**src/rtl/ddr3_burst_arbiter_if.sv**
```systemverilog
// Handshake bundle between the burst arbiter, its FIFOs and the MIG UI.
// The arbiter takes the master side; FIFOs and the memory controller take the slave side.
interface ddr3_burst_arbiter_if #(
  parameter int UI_WIDTH   = 128,
  parameter int ADDR_WIDTH = 29,
  parameter int CNT_WIDTH  = 8
);
  logic                    ib_re;
  logic [UI_WIDTH-1:0]     ib_data;
  logic [CNT_WIDTH-1:0]    ib_count;
  logic                    ib_valid;
  logic                    ob_we;
  logic [UI_WIDTH-1:0]     ob_data;
  logic [CNT_WIDTH-1:0]    ob_count;
  logic                    app_rdy;
  logic                    app_en;
  logic [2:0]              app_cmd;
  logic [ADDR_WIDTH-1:0]   app_addr;
  logic                    app_wdf_rdy;
  logic                    app_wdf_wren;
  logic                    app_wdf_end;
  logic [UI_WIDTH-1:0]     app_wdf_data;
  logic [UI_WIDTH/8-1:0]   app_wdf_mask;
  logic [UI_WIDTH-1:0]     app_rd_data;
  logic                    app_rd_data_valid;

  modport master (
    output ib_re,
    input  ib_data, ib_count, ib_valid,
    output ob_we, ob_data,
    input  ob_count,
    input  app_rdy,
    output app_en, app_cmd, app_addr,
    input  app_wdf_rdy,
    output app_wdf_wren, app_wdf_end,
    output app_wdf_data, app_wdf_mask,
    input  app_rd_data, app_rd_data_valid
  );

  modport slave (
    input  ib_re,
    output ib_data, ib_count, ib_valid,
    input  ob_we, ob_data,
    output ob_count,
    output app_rdy,
    input  app_en, app_cmd, app_addr,
    output app_wdf_rdy,
    input  app_wdf_wren, app_wdf_end,
    input  app_wdf_data, app_wdf_mask,
    output app_rd_data, app_rd_data_valid
  );
endinterface

```
**src/rtl/ddr3_burst_arbiter.sv**
```systemverilog
// Moves bursts from an input FIFO to DDR3 and from DDR3 to an output FIFO,
// alternating write and read grants when both sides have work ready.
module ddr3_burst_arbiter #(
  parameter int              UI_WIDTH    = 128,
  parameter int              ADDR_WIDTH  = 29,
  parameter int              BURST_WORDS = 1,
  parameter int              ADDR_INCR   = 8,
  parameter longint unsigned ADDR_LIMIT  = 64'd1 << ADDR_WIDTH,
  parameter int              FIFO_DEPTH  = 256,
  parameter int              CNT_WIDTH   = 8
) (
  input  logic                clk,
  input  logic                reset_n,
  input  logic                writes_en,
  input  logic                reads_en,
  input  logic                calib_done,
  ddr3_burst_arbiter_if.master bus,
  output logic [31:0]         wr_bursts,
  output logic [31:0]         rd_bursts,
  output logic                busy
);

  typedef enum logic [2:0] {
    IDLE, WR_FETCH, WR_LATCH, WR_DATA,
    WR_CMD, RD_CMD, RD_DATA
  } state_e;

  localparam logic [31:0] WR_MIN =
    32'(BURST_WORDS);
  localparam logic [31:0] RD_LIM =
    32'(FIFO_DEPTH - 2 - BURST_WORDS);
  localparam logic [1:0] CNT_LOAD =
    2'(BURST_WORDS - 1);

  state_e                state_q, state_d;
  logic                  write_mode_q, write_mode_d;
  logic                  read_mode_q, read_mode_d;
  logic                  last_wr_q, last_wr_d;
  logic [1:0]            cnt_q, cnt_d;
  logic [ADDR_WIDTH-1:0] wr_addr_q, wr_addr_d;
  logic [ADDR_WIDTH-1:0] rd_addr_q, rd_addr_d;
  logic [ADDR_WIDTH-1:0] app_addr_q, app_addr_d;
  logic [UI_WIDTH-1:0]   wdf_data_q, wdf_data_d;
  logic                  ob_we_q, ob_we_d;
  logic [UI_WIDTH-1:0]   ob_data_q, ob_data_d;
  logic [31:0]           wr_bursts_q, wr_bursts_d;
  logic [31:0]           rd_bursts_q, rd_bursts_d;
  logic                  wr_ok, rd_ok, grant_wr;

  function automatic logic [ADDR_WIDTH-1:0] adv(
    input logic [ADDR_WIDTH-1:0] a
  );
    logic [63:0] s;
    s = 64'(a) + 64'(ADDR_INCR);
    return (s >= ADDR_LIMIT) ? '0 : s[ADDR_WIDTH-1:0];
  endfunction

  // Next-state, datapath and counter updates for the burst sequencer.
  always_comb begin
    state_d      = state_q;
    write_mode_d = writes_en;
    read_mode_d  = reads_en;
    last_wr_d    = last_wr_q;
    cnt_d        = cnt_q;
    wr_addr_d    = wr_addr_q;
    rd_addr_d    = rd_addr_q;
    app_addr_d   = app_addr_q;
    wdf_data_d   = wdf_data_q;
    ob_we_d      = 1'b0;
    ob_data_d    = ob_data_q;
    wr_bursts_d  = wr_bursts_q;
    rd_bursts_d  = rd_bursts_q;
    wr_ok = calib_done & write_mode_q &
            (32'(bus.ib_count) >= WR_MIN);
    rd_ok = calib_done & read_mode_q &
            (32'(bus.ob_count) < RD_LIM);
    grant_wr = wr_ok & (~rd_ok | ~last_wr_q);
    unique case (state_q)
      IDLE: begin
        if (wr_ok | rd_ok) begin
          cnt_d     = CNT_LOAD;
          last_wr_d = grant_wr;
          if (grant_wr) begin
            state_d    = WR_FETCH;
            app_addr_d = wr_addr_q;
          end else begin
            state_d    = RD_CMD;
            app_addr_d = rd_addr_q;
          end
        end
      end
      WR_FETCH: state_d = WR_LATCH;
      WR_LATCH: begin
        if (bus.ib_valid) begin
          wdf_data_d = bus.ib_data;
          state_d    = WR_DATA;
        end
      end
      WR_DATA: begin
        if (bus.app_wdf_rdy) begin
          if (cnt_q == 2'd0) begin
            state_d = WR_CMD;
          end else begin
            cnt_d   = cnt_q - 2'd1;
            state_d = WR_FETCH;
          end
        end
      end
      WR_CMD: begin
        if (bus.app_rdy) begin
          wr_addr_d   = adv(wr_addr_q);
          wr_bursts_d = wr_bursts_q + 32'd1;
          state_d     = IDLE;
        end
      end
      RD_CMD: begin
        if (bus.app_rdy) begin
          rd_addr_d = adv(rd_addr_q);
          state_d   = RD_DATA;
        end
      end
      RD_DATA: begin
        if (bus.app_rd_data_valid) begin
          ob_we_d   = 1'b1;
          ob_data_d = bus.app_rd_data;
          if (cnt_q == 2'd0) begin
            rd_bursts_d = rd_bursts_q + 32'd1;
            state_d     = IDLE;
          end else begin
            cnt_d = cnt_q - 2'd1;
          end
        end
      end
      default: state_d = IDLE;
    endcase
  end

  // State and datapath registers; reset drops any transaction in flight.
  always_ff @(posedge clk or negedge reset_n) begin
    if (!reset_n) begin
      state_q      <= IDLE;
      write_mode_q <= 1'b0;
      read_mode_q  <= 1'b0;
      last_wr_q    <= 1'b0;
      cnt_q        <= '0;
      wr_addr_q    <= '0;
      rd_addr_q    <= '0;
      app_addr_q   <= '0;
      wdf_data_q   <= '0;
      ob_we_q      <= 1'b0;
      ob_data_q    <= '0;
      wr_bursts_q  <= '0;
      rd_bursts_q  <= '0;
    end else begin
      state_q      <= state_d;
      write_mode_q <= write_mode_d;
      read_mode_q  <= read_mode_d;
      last_wr_q    <= last_wr_d;
      cnt_q        <= cnt_d;
      wr_addr_q    <= wr_addr_d;
      rd_addr_q    <= rd_addr_d;
      app_addr_q   <= app_addr_d;
      wdf_data_q   <= wdf_data_d;
      ob_we_q      <= ob_we_d;
      ob_data_q    <= ob_data_d;
      wr_bursts_q  <= wr_bursts_d;
      rd_bursts_q  <= rd_bursts_d;
    end
  end

  assign bus.ib_re        = (state_q == WR_FETCH);
  assign bus.app_en       = (state_q == WR_CMD) |
                            (state_q == RD_CMD);
  assign bus.app_cmd      = (state_q == RD_CMD) ?
                            3'b001 : 3'b000;
  assign bus.app_addr     = app_addr_q;
  assign bus.app_wdf_wren = (state_q == WR_DATA);
  assign bus.app_wdf_end  = (state_q == WR_DATA) &
                            (cnt_q == 2'd0);
  assign bus.app_wdf_data = wdf_data_q;
  assign bus.app_wdf_mask = '0;
  assign bus.ob_we        = ob_we_q;
  assign bus.ob_data      = ob_data_q;
  assign wr_bursts        = wr_bursts_q;
  assign rd_bursts        = rd_bursts_q;
  assign busy             = (state_q != IDLE);

endmodule

```
**src/flat_wrapper.sv**
```systemverilog
// flat-port wrapper written by rule: the top's interface ports become plain ports
module ddr3_burst_arbiter_flat 
#(
  parameter int              UI_WIDTH    = 128,
  parameter int              ADDR_WIDTH  = 29,
  parameter int              BURST_WORDS = 1,
  parameter int              ADDR_INCR   = 8,
  parameter longint unsigned ADDR_LIMIT  = 64'd1 << ADDR_WIDTH,
  parameter int              FIFO_DEPTH  = 256,
  parameter int              CNT_WIDTH   = 8
)
  (clk, reset_n, writes_en, reads_en, calib_done, wr_bursts, rd_bursts, busy, bus_ib_re, bus_ib_data, bus_ib_count, bus_ib_valid, bus_ob_we, bus_ob_data, bus_ob_count, bus_app_rdy, bus_app_en, bus_app_cmd, bus_app_addr, bus_app_wdf_rdy, bus_app_wdf_wren, bus_app_wdf_end, bus_app_wdf_data, bus_app_wdf_mask, bus_app_rd_data, bus_app_rd_data_valid);
  ddr3_burst_arbiter_if #(.UI_WIDTH(UI_WIDTH), .ADDR_WIDTH(ADDR_WIDTH), .CNT_WIDTH(CNT_WIDTH)) bus_i ();
  input  logic clk;
  input  logic reset_n;
  input  logic writes_en;
  input  logic reads_en;
  input  logic calib_done;
  output logic [31:0] wr_bursts;
  output logic [31:0] rd_bursts;
  output logic busy;
  output wire logic [$bits(bus_i.ib_re)-1:0] bus_ib_re;
  input wire logic [$bits(bus_i.ib_data)-1:0] bus_ib_data;
  input wire logic [$bits(bus_i.ib_count)-1:0] bus_ib_count;
  input wire logic [$bits(bus_i.ib_valid)-1:0] bus_ib_valid;
  output wire logic [$bits(bus_i.ob_we)-1:0] bus_ob_we;
  output wire logic [$bits(bus_i.ob_data)-1:0] bus_ob_data;
  input wire logic [$bits(bus_i.ob_count)-1:0] bus_ob_count;
  input wire logic [$bits(bus_i.app_rdy)-1:0] bus_app_rdy;
  output wire logic [$bits(bus_i.app_en)-1:0] bus_app_en;
  output wire logic [$bits(bus_i.app_cmd)-1:0] bus_app_cmd;
  output wire logic [$bits(bus_i.app_addr)-1:0] bus_app_addr;
  input wire logic [$bits(bus_i.app_wdf_rdy)-1:0] bus_app_wdf_rdy;
  output wire logic [$bits(bus_i.app_wdf_wren)-1:0] bus_app_wdf_wren;
  output wire logic [$bits(bus_i.app_wdf_end)-1:0] bus_app_wdf_end;
  output wire logic [$bits(bus_i.app_wdf_data)-1:0] bus_app_wdf_data;
  output wire logic [$bits(bus_i.app_wdf_mask)-1:0] bus_app_wdf_mask;
  input wire logic [$bits(bus_i.app_rd_data)-1:0] bus_app_rd_data;
  input wire logic [$bits(bus_i.app_rd_data_valid)-1:0] bus_app_rd_data_valid;
  assign bus_ib_re = bus_i.ib_re;
  assign bus_i.ib_data = bus_ib_data;
  assign bus_i.ib_count = bus_ib_count;
  assign bus_i.ib_valid = bus_ib_valid;
  assign bus_ob_we = bus_i.ob_we;
  assign bus_ob_data = bus_i.ob_data;
  assign bus_i.ob_count = bus_ob_count;
  assign bus_i.app_rdy = bus_app_rdy;
  assign bus_app_en = bus_i.app_en;
  assign bus_app_cmd = bus_i.app_cmd;
  assign bus_app_addr = bus_i.app_addr;
  assign bus_i.app_wdf_rdy = bus_app_wdf_rdy;
  assign bus_app_wdf_wren = bus_i.app_wdf_wren;
  assign bus_app_wdf_end = bus_i.app_wdf_end;
  assign bus_app_wdf_data = bus_i.app_wdf_data;
  assign bus_app_wdf_mask = bus_i.app_wdf_mask;
  assign bus_i.app_rd_data = bus_app_rd_data;
  assign bus_i.app_rd_data_valid = bus_app_rd_data_valid;
  ddr3_burst_arbiter #(.UI_WIDTH(UI_WIDTH), .ADDR_WIDTH(ADDR_WIDTH), .BURST_WORDS(BURST_WORDS), .ADDR_INCR(ADDR_INCR), .ADDR_LIMIT(ADDR_LIMIT), .FIFO_DEPTH(FIFO_DEPTH), .CNT_WIDTH(CNT_WIDTH)) u_core (.clk(clk), .reset_n(reset_n), .writes_en(writes_en), .reads_en(reads_en), .calib_done(calib_done), .bus(bus_i), .wr_bursts(wr_bursts), .rd_bursts(rd_bursts), .busy(busy));
endmodule
```
**config.mk**
```make
export PLATFORM = sky130hd
export DESIGN_NAME = ddr3_burst_arbiter_flat
export DESIGN_NICKNAME = d
export VERILOG_FILES = /design/src/rtl/ddr3_burst_arbiter_if.sv /design/src/rtl/ddr3_burst_arbiter.sv /design/src/flat_wrapper.sv
export SDC_FILE = /design/constraint.sdc
export NUM_CORES = 1
export LEC_CHECK = 0
export BUFFER_PORTS_ARGS = -buffer_cell sky130_fd_sc_hd__buf_2
export CORE_AREA = 2 2 255 257
export CTS_BUF_LIST = sky130_fd_sc_hd__clkbuf_4 sky130_fd_sc_hd__clkbuf_8
export DETAILED_ROUTE_END_ITERATION = 10
export DIE_AREA = 0 0 257 259
export GPL_TIMING_DRIVEN = 0
export PLACE_DENSITY = 0.47
export RECOVER_POWER = 100
export SYNTH_ARGS = -nofsm -noshare
export SYNTH_HDL_FRONTEND = slang
export SYNTH_SLANG_ARGS = --single-unit
```
**constraint.sdc**
```tcl
create_clock -name clk -period 2.7 [get_ports clk]
set_input_delay 0.135 -clock clk [delete_from_list [all_inputs] [get_ports clk]]
set_output_delay 0.135 -clock clk [all_outputs]
set_load 0.05 [all_outputs]
```
Yosys cells after proc, flatten, opt, wreduce, memory -nomap -nowiden
Index checks and enable logic that the tools add are counted.
{ "word_totals": {"register_bits": 416, "in_bits": 281, "out_inout_bits": 374, "word_cells": 79} }
{ "op_classes": {"n_addsub": 5, "magnitude_cmp": 4, "n_eq_ne": 13, "muxes": 21, "bitwise": 11, "reduce_logical": 12} }
{ "op_table": {"columns": ["op", "n"], "rows": [
  ["$ge 64x30->1 const B", 2],
  ["$mux 29", 3],
  ["$add 32x1->32 const B", 2],
  ["$add 29x4->30 const B", 2],
  ["$mux 3", 9],
  ["$pmux 3 s7", 1],
  ["$ne 2x2->1 const B", 5],
  ["$reduce_and 2->1", 5],
  ["$eq 3x3->1 const B", 3],
  ["$ge 8x1->1 const B", 1],
  ["$lt 8x8->1 const B", 1],
  ["$mux 2", 4],
  ["$reduce_and 7->1", 1],
  ["$and 1x1->1", 6],
  ["$eq 3x2->1 const B", 2],
  ["$pmux 2 s3", 1],
  ["$reduce_bool 3->1", 2],
  ["$ne 2x1->1 const B", 2],
  ["$reduce_and 4->1", 1],
  ["$eq 3x1->1 const B", 1],
  ["$logic_not 3->1", 1],
  ["$mux 1", 3],
  ["$or 1x1->1", 3],
  ["$reduce_and 3->1", 1],
  ["3 further kinds", 4]
]} }

Logic depth before layout (Yosys ltp)
{ "logic_depth": {"word_depth": 8, "depth_mapped": 9, "ltp_nobuf": 7} }

Least setup slack after synthesis
Ideal clock, no wire load.
{ "synth_timing": {"kind": "reg-to-reg", "from": "reg u_core.wr_bursts_q[0] (netlist: u_core.wr_bursts[0])", "to": "reg u_core.wr_bursts_q[28] (netlist: u_core.wr_bursts[28])", "setup_ns": 0.141, "t_arrival_ns": 2.311, "t_required_ns": 2.559, "path_slack_ns": 0.248, "path_stages_with_launch": 7, "path_buffers": 0, "synth_period_minus_slack_ns": 2.452, "path_cell_list": "dfrtp_1 ha_1 nand2_1 or3_1 or4_4 or3_4 xnor2_2"} }
{ "synth_via": {"elab_chain_len": 1} }
{ "synth_lines": {"columns": ["item", "line_no", "text"], "rows": [
  ["start, declared", "ddr3_burst_arbiter.sv:46", "logic [31:0] wr_bursts_q, wr_bursts_d;"],
  ["start signal, assigned", "ddr3_burst_arbiter.sv:166", "wr_bursts_q <= wr_bursts_d;"],
  ["$add 32x1->32", "ddr3_burst_arbiter.sv:112", "wr_bursts_d = wr_bursts_q + 32'd1;"]
]} }
No other way between the ends.
A chain may end at the register's enable or synchronous reset.

Final worst setup path
{ "layout_timing": {"from": "reg u_core.state_q[1]", "to": "reg u_core.state_q[2]"} }
{ "layout_via": {"elab_chain_len": 3, "elab_cells_between_ends": 16} }
{ "layout_lines": {"columns": ["item", "line_no", "text"], "rows": [
  ["start, declared", "ddr3_burst_arbiter.sv:35", "state_e state_q, state_d;"],
  ["start signal, assigned", "ddr3_burst_arbiter.sv:155", "state_q <= state_d;"],
  ["$eq 3x3->1, or another cell as far along", "ddr3_burst_arbiter.sv:78", "unique case (state_q)"],
  ["$ne 2x1->1 (no line) or $ne 2x2->1 (tied branches)", null, null],
  ["$reduce_and 7->1 (no line)", null, null]
]} }
Several ways; a longest one is shown, not always the timed one.

==> metrics <==
status complete, no violations; Post-Syn Area per Cell 11.0 sq um; Post-Synthesis Cells 1532; post-synthesis compound-gate area fraction 2.27%; cell area after synthesis 0.0168 sq mm; row count 93; Critical Path End Type flop; Post-Synth XOR/XNOR Area 5.31%; buffer and inverter count on the worst path 4; CP Class reg -> reg; Async S/R FF share, synth 100%; CTS tree yes; Max stage delay on crit path 0.56 ns; first-pass GRT wire length 88.2 mm; final setup fails 0; post-synthesis cell type count 53; Tcrit/Tclk final 93.1%; Area after DPL 0.0212 sq mm; Max FO, Critical Path 10; gr busiest metal met2; clk sink count 407; vias per cell 4.29; Syn-to-layout area delta 48.9%; Skew-Pair Late Insertion Delay 0.64 ns; minimum clock period 2.51 ns; chip height 259 um; EDFF count, synth 0; met3 usage 4.40%; clock root buffer clkbuf_8; initial antenna violation count 2; Top FF cell, synth dfrtp_1; Area contributors post-synth dfrtp_1 (61%), nand2_1 (11%), mux2_2 (8.7%), xnor2_1 (3.4%), xor2_1 (1.8%); Hold WC Path Type in -> reg; layout cells sized above 1 23.6%; Finished Layout Cells 3438; post-synthesis simple-gate area fraction 18.2%; CTS clk-pin slew, worst paths 0.05 ns; GRT overflow 0; DIE AREA 0.0666 sq mm; register area share after synthesis 60.7%; cell taking the most area after synthesis dfrtp_1; max-cap violations 0; Leakage 11.9 nW; Post-Synth Adder-Cell Area 0.373%; dpl cells 3044; H-tree depth 3; DPL Wire Length 41.6 mm; most frequent cells after synthesis nand2_1 (471), dfrtp_1 (407), mux2_2 (129), xnor2_1 (65), nand3_1 (53); YS warnings 0; Post-Route Skew 0.0238 ns; Pre-antenna DRT Iters 5; main combinational cell family by area after synthesis simple AND/OR/NAND/NOR gates; die span in x 257 um; Core Area 0.0639 sq mm; pwr/cell area 1160 mW/mm^2; largest net degree at the start of global routing 120; Avg WL per Cell 16.6 um; Vias 14758; GRT Total Usage 16.8%; Slew HR 7.40%; Synth Register Bits 407; count leader, synth nand2_1; post-synthesis mux area share 10.3%; DRC viols 0; crit-path cells buf_2 -> clkbuf_1 -> a21oi_1 -> a21oi_1 -> dlygate4sd3_1 -> o211ai_1 -> dlygate4sd3_1; Critical Path RT 3.22 ns; Worst VDD drop 0.688 mV; Final GP Congestion 0.837; nets 2819; RSZ-0062 raised after global routing false; Crit-path slowest cell dlygate4sd3_1; I/O pin total 655; Yosys top cell area share 60.7%; antenna viol nets, final 0; FMAX 398 MHz; startpoint class of the critical path flop; Slew Limit Fails 0; DRT iter0 DRCs 642; Initial Utilization 26.3%; CP delay by family, top buffers and inverters; Port Buffer Count 633; vias in the first global route 15653; final instance area 0.0250 sq mm; Worst Path Arrival 3.03 ns; Longest Clk Path Bufs 3; GR Util met1 19.9%; final WL 57.1 mm; final hold vios 0; grt met2 use 28.8%; pin slew with the least headroom to its limit 1.39 ns; cts bufs inserted 76
## layer usage
metal / wire length (um) / share of wire, %
met2: 28300 / 50
met5: 0 / 0
met1: 23300 / 41
met3: 3580 / 6.3
met4: 1900 / 3.3
## final timing paths
check,startpoint,to,slack [ns],cells after the start
max,u_core.state_q[1]$_DFFE_PN0P_,u_core.state_q[2]$_DFFE_PN0P_,0.19,7
min in group asynchronous,reset_n,u_core.wr_addr_q[14]$_DFFE_PN0P_,0.39,2
min,bus_app_wdf_rdy,u_core.cnt_q[1]$_DFFE_PN0P_,0.10,4
max reg2reg,u_core.state_q[1]$_DFFE_PN0P_,u_core.state_q[2]$_DFFE_PN0P_,0.19,7
max in group asynchronous,reset_n,u_core.bus.app_wdf_data[19]$_DFFE_PN0P_,0.50,3
min reg2reg,u_core.bus.ob_data[47]$_DFFE_PN0P_,u_core.bus.ob_data[47]$_DFFE_PN0P_,0.47,2
## state kept, by name, indices dropped and copies added (netlist names)
| register | cells |
|---|---|
| u_core.bus.app_wdf_data | 128 |
| u_core.cnt_q | 2 |
| u_core.rd_bursts | 32 |
| u_core.write_mode_q | 1 |
| u_core.read_mode_q | 1 |
| u_core.wr_addr_q | 26 |
| u_core.rd_addr_q | 26 |
| u_core.bus.ob_data | 128 |
| u_core.bus.app_addr | 26 |
| u_core.bus.ob_we | 1 |
| u_core.last_wr_q | 1 |
| u_core.state_q | 3 |
| u_core.wr_bursts | 32 |
## layout make-up
type | count | area (sq um)
Clock inverter | 14 | 110
Fill cell | 6485 | 38900
Buffer | 84 | 445
Sequential cell | 407 | 10200
Timing Repair Buffer | 904 | 5480
Tap cell | 855 | 1070
Clock buffer | 113 | 1430
Multi-Input combinational cell | 1044 | 6210
Inverter | 16 | 63.8
Antenna cell | 1 | 2.50
## metrics by stage
stage	hold slack [ns]	utilization [%]	setup WS [ns]	TNS (ns)	total power [mW]
floorplan	-0.161	-	0.248	0	19.4
global placement	0.257	33.0	-6.93	-2879.59	23.1
detailed placement	0.240	33.2	-0.697	-104.97	23.3
CTS	0.0772	39.8	0.0317	0	30.0
global route	0.121	39.1	0.00219	0	30.6
finish	0.104	39.1	0.186	0	29.1
## power by group
part,internal [mW],switching (mW)
clock network,3.47,2.66
registers,8.22,1.25
logic,2.97,10.5
## cell usage in the layout, fill, tap and decap left out, types with 5 or more instances in the layout
| cell | instances |
|---|---|
| clkbuf_1 | 379 |
| mux2i_1 | 28 |
| xor2_1 | 35 |
| or4_1 | 6 |
| nand2_1 | 471 |
| nor4_1 | 5 |
| nand4_1 | 28 |
| dlygate4sd3_1 | 265 |
| and4_1 | 8 |
| dfrtp_1 | 407 |
| a21oi_1 | 13 |
| nor2_1 | 47 |
| xnor2_1 | 65 |
| buf_2 | 283 |
| inv_1 | 15 |
| buf_4 | 25 |
| nand3_1 | 53 |
| clkbuf_8 | 93 |
| clkbuf_4 | 21 |
| mux2_2 | 129 |
| and3_1 | 23 |
| clkinv_2 | 8 |
| nor3_1 | 22 |
| or3_1 | 5 |
| clkbuf_2 | 30 |
| o21ai_0 | 35 |
| conb_1 | 21 |
## worst reg2reg max path, stage by stage, from the launching register on
cell and delay, ns:
dfrtp_1 0.39, buf_2 0.27, clkbuf_1 0.34, a21oi_1 0.07, a21oi_1 0.13, dlygate4sd3_1 0.56, o211ai_1 0.08, dlygate4sd3_1 0.56
## cells by family after synthesis
kind of cell	count (synthesis)
XOR/XNOR	101
AO/OA/AOI/OAI	66
other	1
AND/OR/NAND/NOR	694
multiplexers	157
flip-flops	407
adder cells (fa/ha/maj)	5
buffers and inverters	101
## what timing repair did
action | CTS | global route
hold buffers | 265 | 0
endpoints found under the setup margin | 241 | 198
endpoints found under the hold margin | 360 | 0
gates resized for setup | 10 | 40
buffers inserted | 2 | 0
gates cloned | 0 | 0
pin swaps | 1 | 0
(Power assumes the default switching activity.)
